==> src/rtl/sdsu_bus_master_q_if.sv <==
// sdsu_bus_master_q_if -- bundle of the requester-side command/response
// handshakes, the SDSU valid/ready bus and the status outputs of the
// sdsu_bus_master_q block.
//   master modport : the bus master (drives cmd_ready, rsp_*, bus_valid/addr/data, status)
//   slave  modport : the environment (drives cmd_*, rsp_ready, bus_ready/rdata)
// Parameters AW/DW/DEPTH must match the ones given to the master.
interface sdsu_bus_master_q_if #(
  parameter int AW    = 5,
  parameter int DW    = 32,
  parameter int DEPTH = 4
);
  localparam int CW = $clog2(DEPTH) + 1;

  // requester command
  logic          cmd_valid;
  logic          cmd_ready;
  logic          cmd_we;
  logic [AW-1:0] cmd_addr;
  logic [DW-1:0] cmd_wdata;
  // requester response
  logic          rsp_valid;
  logic          rsp_ready;
  logic [DW-1:0] rsp_rdata;
  logic          rsp_err;
  // SDSU bus
  logic          bus_valid;
  logic          bus_we;
  logic [AW-1:0] bus_waddr;
  logic [DW-1:0] bus_wdata;
  logic [AW-1:0] bus_raddr;
  logic [DW-1:0] bus_rdata;
  logic          bus_ready;
  // status
  logic [CW-1:0] cmd_count;
  logic          busy;

  modport master (
    input  cmd_valid, cmd_we, cmd_addr, cmd_wdata, rsp_ready, bus_rdata, bus_ready,
    output cmd_ready, rsp_valid, rsp_rdata, rsp_err,
           bus_valid, bus_we, bus_waddr, bus_wdata, bus_raddr, cmd_count, busy
  );

  modport slave (
    output cmd_valid, cmd_we, cmd_addr, cmd_wdata, rsp_ready, bus_rdata, bus_ready,
    input  cmd_ready, rsp_valid, rsp_rdata, rsp_err,
           bus_valid, bus_we, bus_waddr, bus_wdata, bus_raddr, cmd_count, busy
  );
endinterface

==> src/rtl/sdsu_bus_master_q.sv <==
// sdsu_bus_master_q -- queued SDSU bus master.
// Commands from a local requester land in a DEPTH-entry FIFO, are issued one
// at a time on the valid/ready SDSU bus, and each produces exactly one
// in-order response.
// Ports:
//   clk   : single clock, rising edge
//   rst_n : asynchronous active-low reset
//   bus   : sdsu_bus_master_q_if.master (cmd_*, rsp_*, bus_*, cmd_count, busy)
// Optional feature: define SDSU_BUS_TIMEOUT_EN to abort a bus request that has
// waited TIMEOUT_CYC cycles without bus_ready (response returns rsp_err=1).
module sdsu_bus_master_q #(
  parameter int AW          = 5,
  parameter int DW          = 32,
  parameter int DEPTH       = 4,
  parameter int TIMEOUT_CYC = 16
) (
  input  logic                 clk,
  input  logic                 rst_n,
  sdsu_bus_master_q_if.master  bus
);
  localparam int PW = $clog2(DEPTH);
  localparam int CW = PW + 1;

  typedef enum logic [1:0] {S_IDLE, S_REQ, S_RSP} state_t;

  typedef struct packed {
    logic          we;
    logic [AW-1:0] addr;
    logic [DW-1:0] wdata;
  } cmd_t;

  state_t        r_state, w_next;
  cmd_t          r_mem [DEPTH];
  cmd_t          w_head;
  logic [PW-1:0] r_wptr, r_rptr;
  logic [CW-1:0] r_count;
  logic          w_push, w_pop, w_done, w_tmo, w_full;

  logic          r_bus_we;
  logic [AW-1:0] r_bus_waddr, r_bus_raddr;
  logic [DW-1:0] r_bus_wdata, r_rsp_rdata;

  // ---------------- command FIFO ----------------
  assign w_full = (r_count == CW'(DEPTH));
  assign w_push = bus.cmd_valid && !w_full;
  assign w_head = r_mem[r_rptr];

  // storage carries no reset: pointers/count define what is valid
  always_ff @(posedge clk) begin
    if (w_push) r_mem[r_wptr] <= '{we: bus.cmd_we, addr: bus.cmd_addr, wdata: bus.cmd_wdata};
  end

  // DEPTH is a power of two, so pointer overflow is the modulo wrap
  always_ff @(posedge clk or negedge rst_n) begin
    if (!rst_n) begin
      r_wptr  <= '0;
      r_rptr  <= '0;
      r_count <= '0;
    end else begin
      if (w_push) r_wptr <= r_wptr + PW'(1);
      if (w_pop)  r_rptr <= r_rptr + PW'(1);
      case ({w_push, w_pop})
        2'b10:   r_count <= r_count + CW'(1);
        2'b01:   r_count <= r_count - CW'(1);
        default: r_count <= r_count;
      endcase
    end
  end

  // ---------------- FSM ----------------
  always_ff @(posedge clk or negedge rst_n) begin
    if (!rst_n) r_state <= S_IDLE;
    else        r_state <= w_next;
  end

  // pop only from IDLE, so an empty-FIFO push reaches the bus one cycle later
  // and a finished response always leaves one IDLE cycle before the next request
  always_comb begin
    w_next = r_state;
    w_pop  = 1'b0;
    w_done = 1'b0;
    unique case (r_state)
      S_IDLE: if (r_count != '0) begin
        w_pop  = 1'b1;
        w_next = S_REQ;
      end
      S_REQ: if (bus.bus_ready || w_tmo) begin
        w_done = 1'b1;
        w_next = S_RSP;
      end
      S_RSP: if (bus.rsp_ready) w_next = S_IDLE;
      default: w_next = S_IDLE;
    endcase
  end

  // ---------------- bus / response registers ----------------
  always_ff @(posedge clk or negedge rst_n) begin
    if (!rst_n) begin
      r_bus_we    <= 1'b0;
      r_bus_waddr <= '0;
      r_bus_wdata <= '0;
      r_bus_raddr <= '0;
      r_rsp_rdata <= '0;
    end else begin
      if (w_pop) begin
        r_bus_we    <= w_head.we;
        r_bus_waddr <= w_head.we ? w_head.addr  : '0;
        r_bus_wdata <= w_head.we ? w_head.wdata : '0;
        r_bus_raddr <= w_head.we ? '0 : w_head.addr;
      end
      // a timed-out read has no bus_ready and so also returns 0
      if (w_done) r_rsp_rdata <= (!r_bus_we && bus.bus_ready) ? bus.bus_rdata : '0;
    end
  end

`ifdef SDSU_BUS_TIMEOUT_EN
  localparam int TW = $clog2(TIMEOUT_CYC + 1);
  logic [TW-1:0] r_wait;
  logic          r_rsp_err;

  // r_wait == TIMEOUT_CYC-1 in REQ means this edge would be the TIMEOUT_CYC-th
  // edge without bus_ready; bus_ready on that same edge still completes normally
  assign w_tmo = (r_state == S_REQ) && (r_wait == TW'(TIMEOUT_CYC - 1));

  always_ff @(posedge clk or negedge rst_n) begin
    if (!rst_n) begin
      r_wait    <= '0;
      r_rsp_err <= 1'b0;
    end else begin
      if (w_pop)                                   r_wait <= '0;
      else if (r_state == S_REQ && !bus.bus_ready) r_wait <= r_wait + TW'(1);
      if (w_done) r_rsp_err <= !bus.bus_ready;
    end
  end

  assign bus.rsp_err = r_rsp_err;
`else
  assign w_tmo       = 1'b0;
  assign bus.rsp_err = 1'b0;
`endif

  // ---------------- outputs ----------------
  // valid flags decode the async-reset state register, so reset drops them at once
  assign bus.cmd_ready = !w_full;
  assign bus.cmd_count = r_count;
  assign bus.busy      = (r_state != S_IDLE) || (r_count != '0);
  assign bus.bus_valid = (r_state == S_REQ);
  assign bus.bus_we    = r_bus_we;
  assign bus.bus_waddr = r_bus_waddr;
  assign bus.bus_wdata = r_bus_wdata;
  assign bus.bus_raddr = r_bus_raddr;
  assign bus.rsp_valid = (r_state == S_RSP);
  assign bus.rsp_rdata = r_rsp_rdata;
endmodule
==> src/flat_wrapper.sv <==
// flat-port wrapper written by rule: the top's interface ports become plain ports
module sdsu_bus_master_q_flat 
#(
  parameter int AW          = 5,
  parameter int DW          = 32,
  parameter int DEPTH       = 4,
  parameter int TIMEOUT_CYC = 16
)
  (clk, rst_n, bus_cmd_valid, bus_cmd_we, bus_cmd_addr, bus_cmd_wdata, bus_rsp_ready, bus_bus_rdata, bus_bus_ready, bus_cmd_ready, bus_rsp_valid, bus_rsp_rdata, bus_rsp_err, bus_bus_valid, bus_bus_we, bus_bus_waddr, bus_bus_wdata, bus_bus_raddr, bus_cmd_count, bus_busy);
  sdsu_bus_master_q_if #(.AW(AW), .DW(DW), .DEPTH(DEPTH)) bus_i ();
  input  logic clk;
  input  logic rst_n;
  input wire logic [$bits(bus_i.cmd_valid)-1:0] bus_cmd_valid;
  input wire logic [$bits(bus_i.cmd_we)-1:0] bus_cmd_we;
  input wire logic [$bits(bus_i.cmd_addr)-1:0] bus_cmd_addr;
  input wire logic [$bits(bus_i.cmd_wdata)-1:0] bus_cmd_wdata;
  input wire logic [$bits(bus_i.rsp_ready)-1:0] bus_rsp_ready;
  input wire logic [$bits(bus_i.bus_rdata)-1:0] bus_bus_rdata;
  input wire logic [$bits(bus_i.bus_ready)-1:0] bus_bus_ready;
  output wire logic [$bits(bus_i.cmd_ready)-1:0] bus_cmd_ready;
  output wire logic [$bits(bus_i.rsp_valid)-1:0] bus_rsp_valid;
  output wire logic [$bits(bus_i.rsp_rdata)-1:0] bus_rsp_rdata;
  output wire logic [$bits(bus_i.rsp_err)-1:0] bus_rsp_err;
  output wire logic [$bits(bus_i.bus_valid)-1:0] bus_bus_valid;
  output wire logic [$bits(bus_i.bus_we)-1:0] bus_bus_we;
  output wire logic [$bits(bus_i.bus_waddr)-1:0] bus_bus_waddr;
  output wire logic [$bits(bus_i.bus_wdata)-1:0] bus_bus_wdata;
  output wire logic [$bits(bus_i.bus_raddr)-1:0] bus_bus_raddr;
  output wire logic [$bits(bus_i.cmd_count)-1:0] bus_cmd_count;
  output wire logic [$bits(bus_i.busy)-1:0] bus_busy;
  assign bus_i.cmd_valid = bus_cmd_valid;
  assign bus_i.cmd_we = bus_cmd_we;
  assign bus_i.cmd_addr = bus_cmd_addr;
  assign bus_i.cmd_wdata = bus_cmd_wdata;
  assign bus_i.rsp_ready = bus_rsp_ready;
  assign bus_i.bus_rdata = bus_bus_rdata;
  assign bus_i.bus_ready = bus_bus_ready;
  assign bus_cmd_ready = bus_i.cmd_ready;
  assign bus_rsp_valid = bus_i.rsp_valid;
  assign bus_rsp_rdata = bus_i.rsp_rdata;
  assign bus_rsp_err = bus_i.rsp_err;
  assign bus_bus_valid = bus_i.bus_valid;
  assign bus_bus_we = bus_i.bus_we;
  assign bus_bus_waddr = bus_i.bus_waddr;
  assign bus_bus_wdata = bus_i.bus_wdata;
  assign bus_bus_raddr = bus_i.bus_raddr;
  assign bus_cmd_count = bus_i.cmd_count;
  assign bus_busy = bus_i.busy;
  sdsu_bus_master_q #(.AW(AW), .DW(DW), .DEPTH(DEPTH), .TIMEOUT_CYC(TIMEOUT_CYC)) u_core (.clk(clk), .rst_n(rst_n), .bus(bus_i));
endmodule
==> config.mk <==
export PLATFORM = sky130hd
export DESIGN_NAME = sdsu_bus_master_q_flat
export DESIGN_NICKNAME = d
export VERILOG_FILES = /design/src/rtl/sdsu_bus_master_q_if.sv /design/src/rtl/sdsu_bus_master_q.sv /design/src/flat_wrapper.sv
export SDC_FILE = /design/constraint.sdc
export NUM_CORES = 1
export LEC_CHECK = 0
export CORE_ASPECT_RATIO = 1.75
export CORE_MARGIN = 2
export CORE_UTILIZATION = 53
export CTS_BUF_LIST = sky130_fd_sc_hd__clkbuf_16
export DETAILED_ROUTE_END_ITERATION = 7
export PLACE_DENSITY = 0.8
export SLEW_MARGIN = 20
export SYNTH_ARGS = -nofsm -noshare
export SYNTH_HDL_FRONTEND = slang
export SYNTH_SLANG_ARGS = --single-unit
==> constraint.sdc <==
create_clock -name clk -period 2.95 [get_ports clk]
set_input_delay 0.295 -clock clk [delete_from_list [all_inputs] [get_ports clk]]
set_output_delay 0.295 -clock clk [all_outputs]
set_load 0.02 [all_outputs]
==> results of run 1 <==
layout make-up:
| type | count | share of cell area [%] |
|---|---|---|
| sequential | 236 | 57.7 |
| timing repair buffer | 171 | 14.6 |
| multi-input combinational | 294 | 19.5 |
| antenna | 1 | 0.0217 |
| clock inverter | 16 | 0.834 |
| inverter | 9 | 0.292 |
| tap | 227 | 2.46 |
| clock buffer | 21 | 4.55 |
cells in the mapped netlist, drive strengths merged:
cell,n,share of area [%]
fa,1,0.22
nand2,70,2.9
buf,17,1.4
nor3,1,0.18
and3,4,0.27
nand2b,40,2.7
o21ai,118,6.4
and2,1,0.096
inv,9,0.37
dfrtp,84,23
or2,1,0.068
mux2,2,0.25
ha,5,0.68
edfxtp,152,50
nand3b,1,0.082
or3b,1,0.096
mux4,38,9.7
clkbuf,21,0.87
conb,1,0.041
nor2,2,0.082
mux2i,1,0.11
xor2,3,0.29
nor3b,1,0.082
xnor2,3,0.29
worst min-delay path, delay by kind of cell:
kind,cells,cell delay [ns]
buf+inv,1,0.40
simple gates,1,0.07
compound gates,1,0.07
metrics by stage:
stage               setup slack (ns)  cell area [µm²]  cells  hold WS, ns  power [mW]
detailed placement             0.651            10900    936        0.474        9.31
global route                   0.299            11600    975        0.378        12.3
finish                         0.426            11600    975        0.380        11.7
global placement               0.763            10900    936        0.461        9.08
floorplan                      0.618             9160    577    -0.000591        7.63
CTS                            0.417            11500    973       0.0359        11.8
registers in the layout, indices dropped and copies added, names as in the netlist:
register              cells
u_core.r_mem            152
u_core.bus.bus_wdata     32
u_core.bus.rsp_rdata     32
u_core.bus.bus_raddr      5
u_core.bus.bus_waddr      5
u_core.bus.cmd_count      3
u_core.r_rptr             2
u_core.r_state            2
u_core.r_wptr             2
u_core.bus.bus_we         1
path summary, 6_finish.rpt:
check	cells after the start	end	startpoint	slack, ns
max reg2reg	9	u_core.bus.cmd_count[2]$_DFFE_PN0P_	u_core.bus.cmd_count[0]$_DFFE_PN0P_	0.63
min reg2reg	2	u_core.bus.rsp_rdata[7]$_DFFE_PN0P_	u_core.bus.rsp_rdata[7]$_DFFE_PN0P_	0.48
min in group asynchronous	2	u_core.bus.rsp_rdata[14]$_DFFE_PN0P_	rst_n	0.42
max	4	bus_busy	u_core.bus.cmd_count[0]$_DFFE_PN0P_	0.43
max in group asynchronous	2	u_core.r_rptr[0]$_DFFE_PN0P_	rst_n	1.95
min	3	u_core.bus.rsp_rdata[20]$_DFFE_PN0P_	bus_bus_rdata[20]	0.38
cell families (layout without fill, tap and decap cells):
family | after synthesis | in the layout | synth area share (%)
multiplexers | 41 | 41 | 10.0
adder cells (fa/ha/maj) | 6 | 6 | 0.902
other | 1 | 2 | 0.0410
buffers and inverters | 47 | 217 | 2.64
AO/OA/AOI/OAI | 118 | 118 | 6.45
AND/OR/NAND/NOR | 122 | 122 | 6.56
XOR/XNOR | 6 | 6 | 0.574
flip-flops | 236 | 236 | 72.8
report_power, final:
group / internal [mW] / switching, mW
registers: 4.46 / 0.403
logic: 1.92 / 2.41
clock network: 1.38 / 1.12
timing repair:
action                                 in CTS  in global routing
gates resized for setup                     0                  0
hold buffers                                0                  1
setup endpoints to repair                   0                  0
endpoints found under the hold margin       0                 84
routing by layer:
metal  vias up  routed length (µm)  GRT usage (%)
li1       2436                   -              -
met1      2662                6950           24.8
met2       200               10400           38.4
met3        33                1220           3.43
met4         0                 516           7.62
met5         -                   0              0
==> metrics.cfg, run 1 <==
[clock_network]
cts_sinks=236
cts_tree=built
root_buffer=clkbuf_16
htree_levels=1
clockBufferDepth=3
clock_latency_ns=0.49
post-cts-setup-buffer-count=0
cts_buffers=21
path_clk_slew_ns=0.07

[timing]
hold_viol_final=0
slew-limit-headroom_pct=41.3
rsz0062_at_grt=false
tns_ns=0
tightest_slew_ns=0.880
skew_ns=0.00792
period_share_pct=85.5
drv_slew=0
fmax_ghz=0.396
fin_crit_ns=2.52
final-setup-viol-count=0

[worst_hold_path]
hold_class=in -> reg

[finish]
nNetsFinal=814
area_delta_synth_final_pct=26.2
num-fill-cells=1133
multiInputGateArea_um2=2260
regArea_um2=6670
utilization_pct=68.2
layout_common_cells=clkdlybuf4s50_1 (155), edfxtp_1 (152), o21ai_0 (105)
final_common_cell=clkdlybuf4s50_1
drive_above_1_share_pct=11.5

[run_status]
status=finished, final reports clean

[placed_design]
dp_hpwl_mm=12.5
gp_congestion=0.800
io_buffers=156

[global_route]
grt_pass1_vias=5724
grt_max_degree=85
antenna_found_initial=1
grt_pass1_wl_mm=29.7
track_usage_pct=21.2
globalRouteOverflowTotal=0

[pwr]
powerDensity_nw_per_um2=1010
p_leak_nw=4.30
peakVddDrop_mv=0.542

[worst_setup_path]
path_class=reg -> out
required_ns=2.65
critPathLaunchType=flop
slowest_stage=clkdlybuf4s50_1
crit_chain=nor3_4 -> buf_4 -> nand2_1 -> clkdlybuf4s50_1
crit_path_end_kind=output port
slowest_delay_ns=0.56
path_buf_inv=2
worst_path_dominant_cell_family=buffers and inverters
arrival_ns=2.23
crit_path_max_fanout=44

[floorplanning]
dieArea_um2=18400
core_area_um2=16900
start_util_pct=54.0
boundaryPins=158
die_h_um=178
rows=63
die_x_um=103

[route]
final_antenna_net_count=0
drt-initial-drc-count=358
vias=5331
drtPass1Iterations=5
drc=0
wl_mm=19.1
wl_per_cell_um=19.6
vias_per_cell=5.47

[logic_synthesis]
ys_ff_latch=236
synth-seq-area-share_pct=72.8
synthDistinctLibCells=31
synth-warning-count=0
synth_area_per_cell_um2=15.9
syn-num-nets=658
syn_area_um2=9160
netlist_instances=577

[job]
cap_violations=0

(Power assumes the default switching activity.)
==> inputs of run 2 (changes only) <==
CTS_BUF_LIST = unset   (was sky130_fd_sc_hd__clkbuf_16)
==> run 2 against run 1 <==
  * Setup slack got worse by 0.010 ns
  * Via count rose by 0.54%
  * Sequential cell count unchanged
  * Highest routed layer unchanged
  * Global-route usage is 0.058 points higher
  * Critical path depth stayed put
  * Clock skew about the same
  * Die area unchanged
  * Largest cell class unchanged
  * Routed wire length rose by 0.54%
  * Total power is 0.60% higher
  * Sequential power hardly changed
  * Clock power increased by 2%
==> metrics.cfg, run 2 (synthesized netlist as in run 1, its figures left out) <==
[worst_setup_path]
critPathLaunchType=flop
path_buf_inv=2  ; unchanged
slowest_delay_ns=0.56  ; about the same
crit_path_end_kind=output port
arrival_ns=2.24  ; about the same
worst_path_dominant_cell_family=buffers and inverters
path_class=reg -> out
required_ns=2.65  ; about the same
crit_path_max_fanout=44  ; unchanged
slowest_stage=clkdlybuf4s50_1
crit_chain=nor3_4 -> buf_4 -> nand2_1 -> clkdlybuf4s50_1

[route]
vias=5360  ; +0.54%
wl_per_cell_um=19.7  ; +0.54%
drc=0  ; unchanged
wl_mm=19.2  ; +0.54%
final_antenna_net_count=0  ; unchanged
drt-initial-drc-count=357  ; -0.28%
vias_per_cell=5.50  ; +0.54%
drtPass1Iterations=5  ; unchanged

[floorplanning]
start_util_pct=54.0  ; unchanged
rows=63  ; unchanged
boundaryPins=158  ; unchanged
dieArea_um2=18400  ; unchanged
die_h_um=178  ; unchanged
die_x_um=103  ; unchanged
core_area_um2=16900  ; unchanged

[timing]
final-setup-viol-count=0  ; unchanged
fin_crit_ns=2.53  ; +0.00997 ns
period_share_pct=85.9  ; +0.34 points
slew-limit-headroom_pct=40.3  ; -1.1 points
setup_slack_ns=0.416  ; -0.00997 ns
drv_slew=0  ; unchanged
rsz0062_at_grt=false
tightest_slew_ns=0.896  ; +0.0160 ns
fmax_ghz=0.395  ; -0.39%
tns_ns=0  ; unchanged
hold_viol_final=0  ; unchanged
skew_ns=0.00762  ; -0.000295 ns

[clock_network]
htree_levels=1  ; unchanged
hold_buffers=0  ; unchanged
clockBufferDepth=3  ; unchanged
cts_resized=0  ; unchanged
cts_sinks=236  ; unchanged
clock_latency_ns=0.49  ; about the same
path_clk_slew_ns=0.07  ; about the same
cts_tree=built
cts_buffers=21  ; unchanged
root_buffer=clkbuf_16
post-cts-setup-buffer-count=0  ; unchanged

[pwr]
comb_power_share_pct=36.9  ; about the same
p_int_mw=7.81  ; +0.72%
power_frac_seq_pct=41.3  ; -0.2 points
powerDensity_nw_per_um2=1020  ; +0.48%
p_leak_nw=4.28  ; -0.43%
p_clk_share_pct=21.8  ; +0.4 points
swShare_pct=33.6  ; -0.084 points
peakVddDrop_mv=0.545  ; +0.40%
switchingPower_mw=3.96  ; +0.34%

[global_route]
grt_max_degree=85  ; unchanged
globalRouteOverflowTotal=0  ; unchanged
antenna_found_initial=1  ; unchanged
gr-usage-met1_pct=24.9  ; +0.14 points
track_usage_pct=21.2  ; +0.058 points
gr-max-usage-layer=met2
grt_pass1_wl_mm=29.8  ; about the same
gr-usage-met3_pct=3.43  ; unchanged
grt_pass1_vias=5692  ; -0.56%
met2_usage_pct=38.5  ; +0.16 points

[placed_design]
post-place-ws_ns=0.651  ; unchanged
gp_congestion=0.800  ; unchanged
dp_hpwl_mm=12.5  ; unchanged
place_area_um2=10900  ; unchanged
io_buffers=156  ; unchanged

[run_status]
status=finished, final reports clean

[finish]
largest_register_ffs=152  ; unchanged
nNetsFinal=814  ; unchanged
final_area_um2=11600  ; +0.12%
final_common_cell=clkdlybuf4s50_1
layout_common_cells=clkdlybuf4s50_1 (155), edfxtp_1 (152), o21ai_0 (105)
area_delta_synth_final_pct=26.4
utilization_pct=68.3  ; +0.081 points
drive_above_1_share_pct=11.6  ; +0.13 points
regMostFlops=u_core.r_mem

[worst_hold_path]
hold_class=in -> reg

[job]
cap_violations=0  ; unchanged

## run 2: per-layer routing
metal | vias up | wire length, µm
met2 | 206 | 10400
met1 | 2681 | 7030
met4 | 0 | 544
li1 | 2438 | -
met5 | - | 0
met3 | 35 | 1230
## run 2: path summary, 6_finish.rpt
kind / endpoint / start / depth (start not counted) / slack [ns]
max in group asynchronous: u_core.r_rptr[0]$_DFFE_PN0P_ / rst_n / 2 / 1.97
max: bus_busy / u_core.bus.cmd_count[0]$_DFFE_PN0P_ / 4 / 0.42
min reg2reg: u_core.bus.rsp_rdata[7]$_DFFE_PN0P_ / u_core.bus.rsp_rdata[7]$_DFFE_PN0P_ / 2 / 0.48
min: u_core.bus.rsp_rdata[20]$_DFFE_PN0P_ / bus_bus_rdata[20] / 3 / 0.38
max reg2reg: u_core.bus.cmd_count[2]$_DFFE_PN0P_ / u_core.bus.cmd_count[0]$_DFFE_PN0P_ / 9 / 0.63
min in group asynchronous: u_core.bus.rsp_rdata[14]$_DFFE_PN0P_ / rst_n / 2 / 0.41
## run 2: metrics by stage
step	std cells	total power, mW	hold slack, ns
CTS	973	11.9	0.0363
detailed placement	936	9.31	0.474
finish	975	11.8	0.377
global placement	936	9.08	0.461
floorplan	577	7.63	-0.000591
global route	975	12.4	0.378
## run 2: power by group through the flow
stage / clock [mW] / combinational, mW / sequential, mW
finish: 2.56 / 4.34 / 4.86
global route: 2.73 / 4.72 / 4.95
CTS: 2.61 / 4.41 / 4.87
detailed placement: 0 / 4.38 / 4.93
global placement: 0 / 4.22 / 4.86
floorplan: 0 / 2.35 / 5.28
## run 2: final cells by class
type                            instances  area [µm²]
Multi-Input combinational cell        294        2260
Timing Repair Buffer                  171        1690
Clock buffer                           28         566
Clock inverter                          9        70.1
Inverter                                9        33.8
Sequential cell                       236        6670
Fill cell                            1131        5380
Tap cell                              227         284
Antenna cell                            1        2.50
## run 2: worst reg2reg max path: cells and delay by family, from the launching register on
| kind | cells | cell delay, ns |
|---|---|---|
| and+or+nand+nor | 3 | 0.79 |
| xor gates and xnor gates | 2 | 0.31 |
| adders and majority gates | 2 | 0.55 |
| buffers and inverters | 2 | 0.13 |
| DFF | 1 | 0.46 |
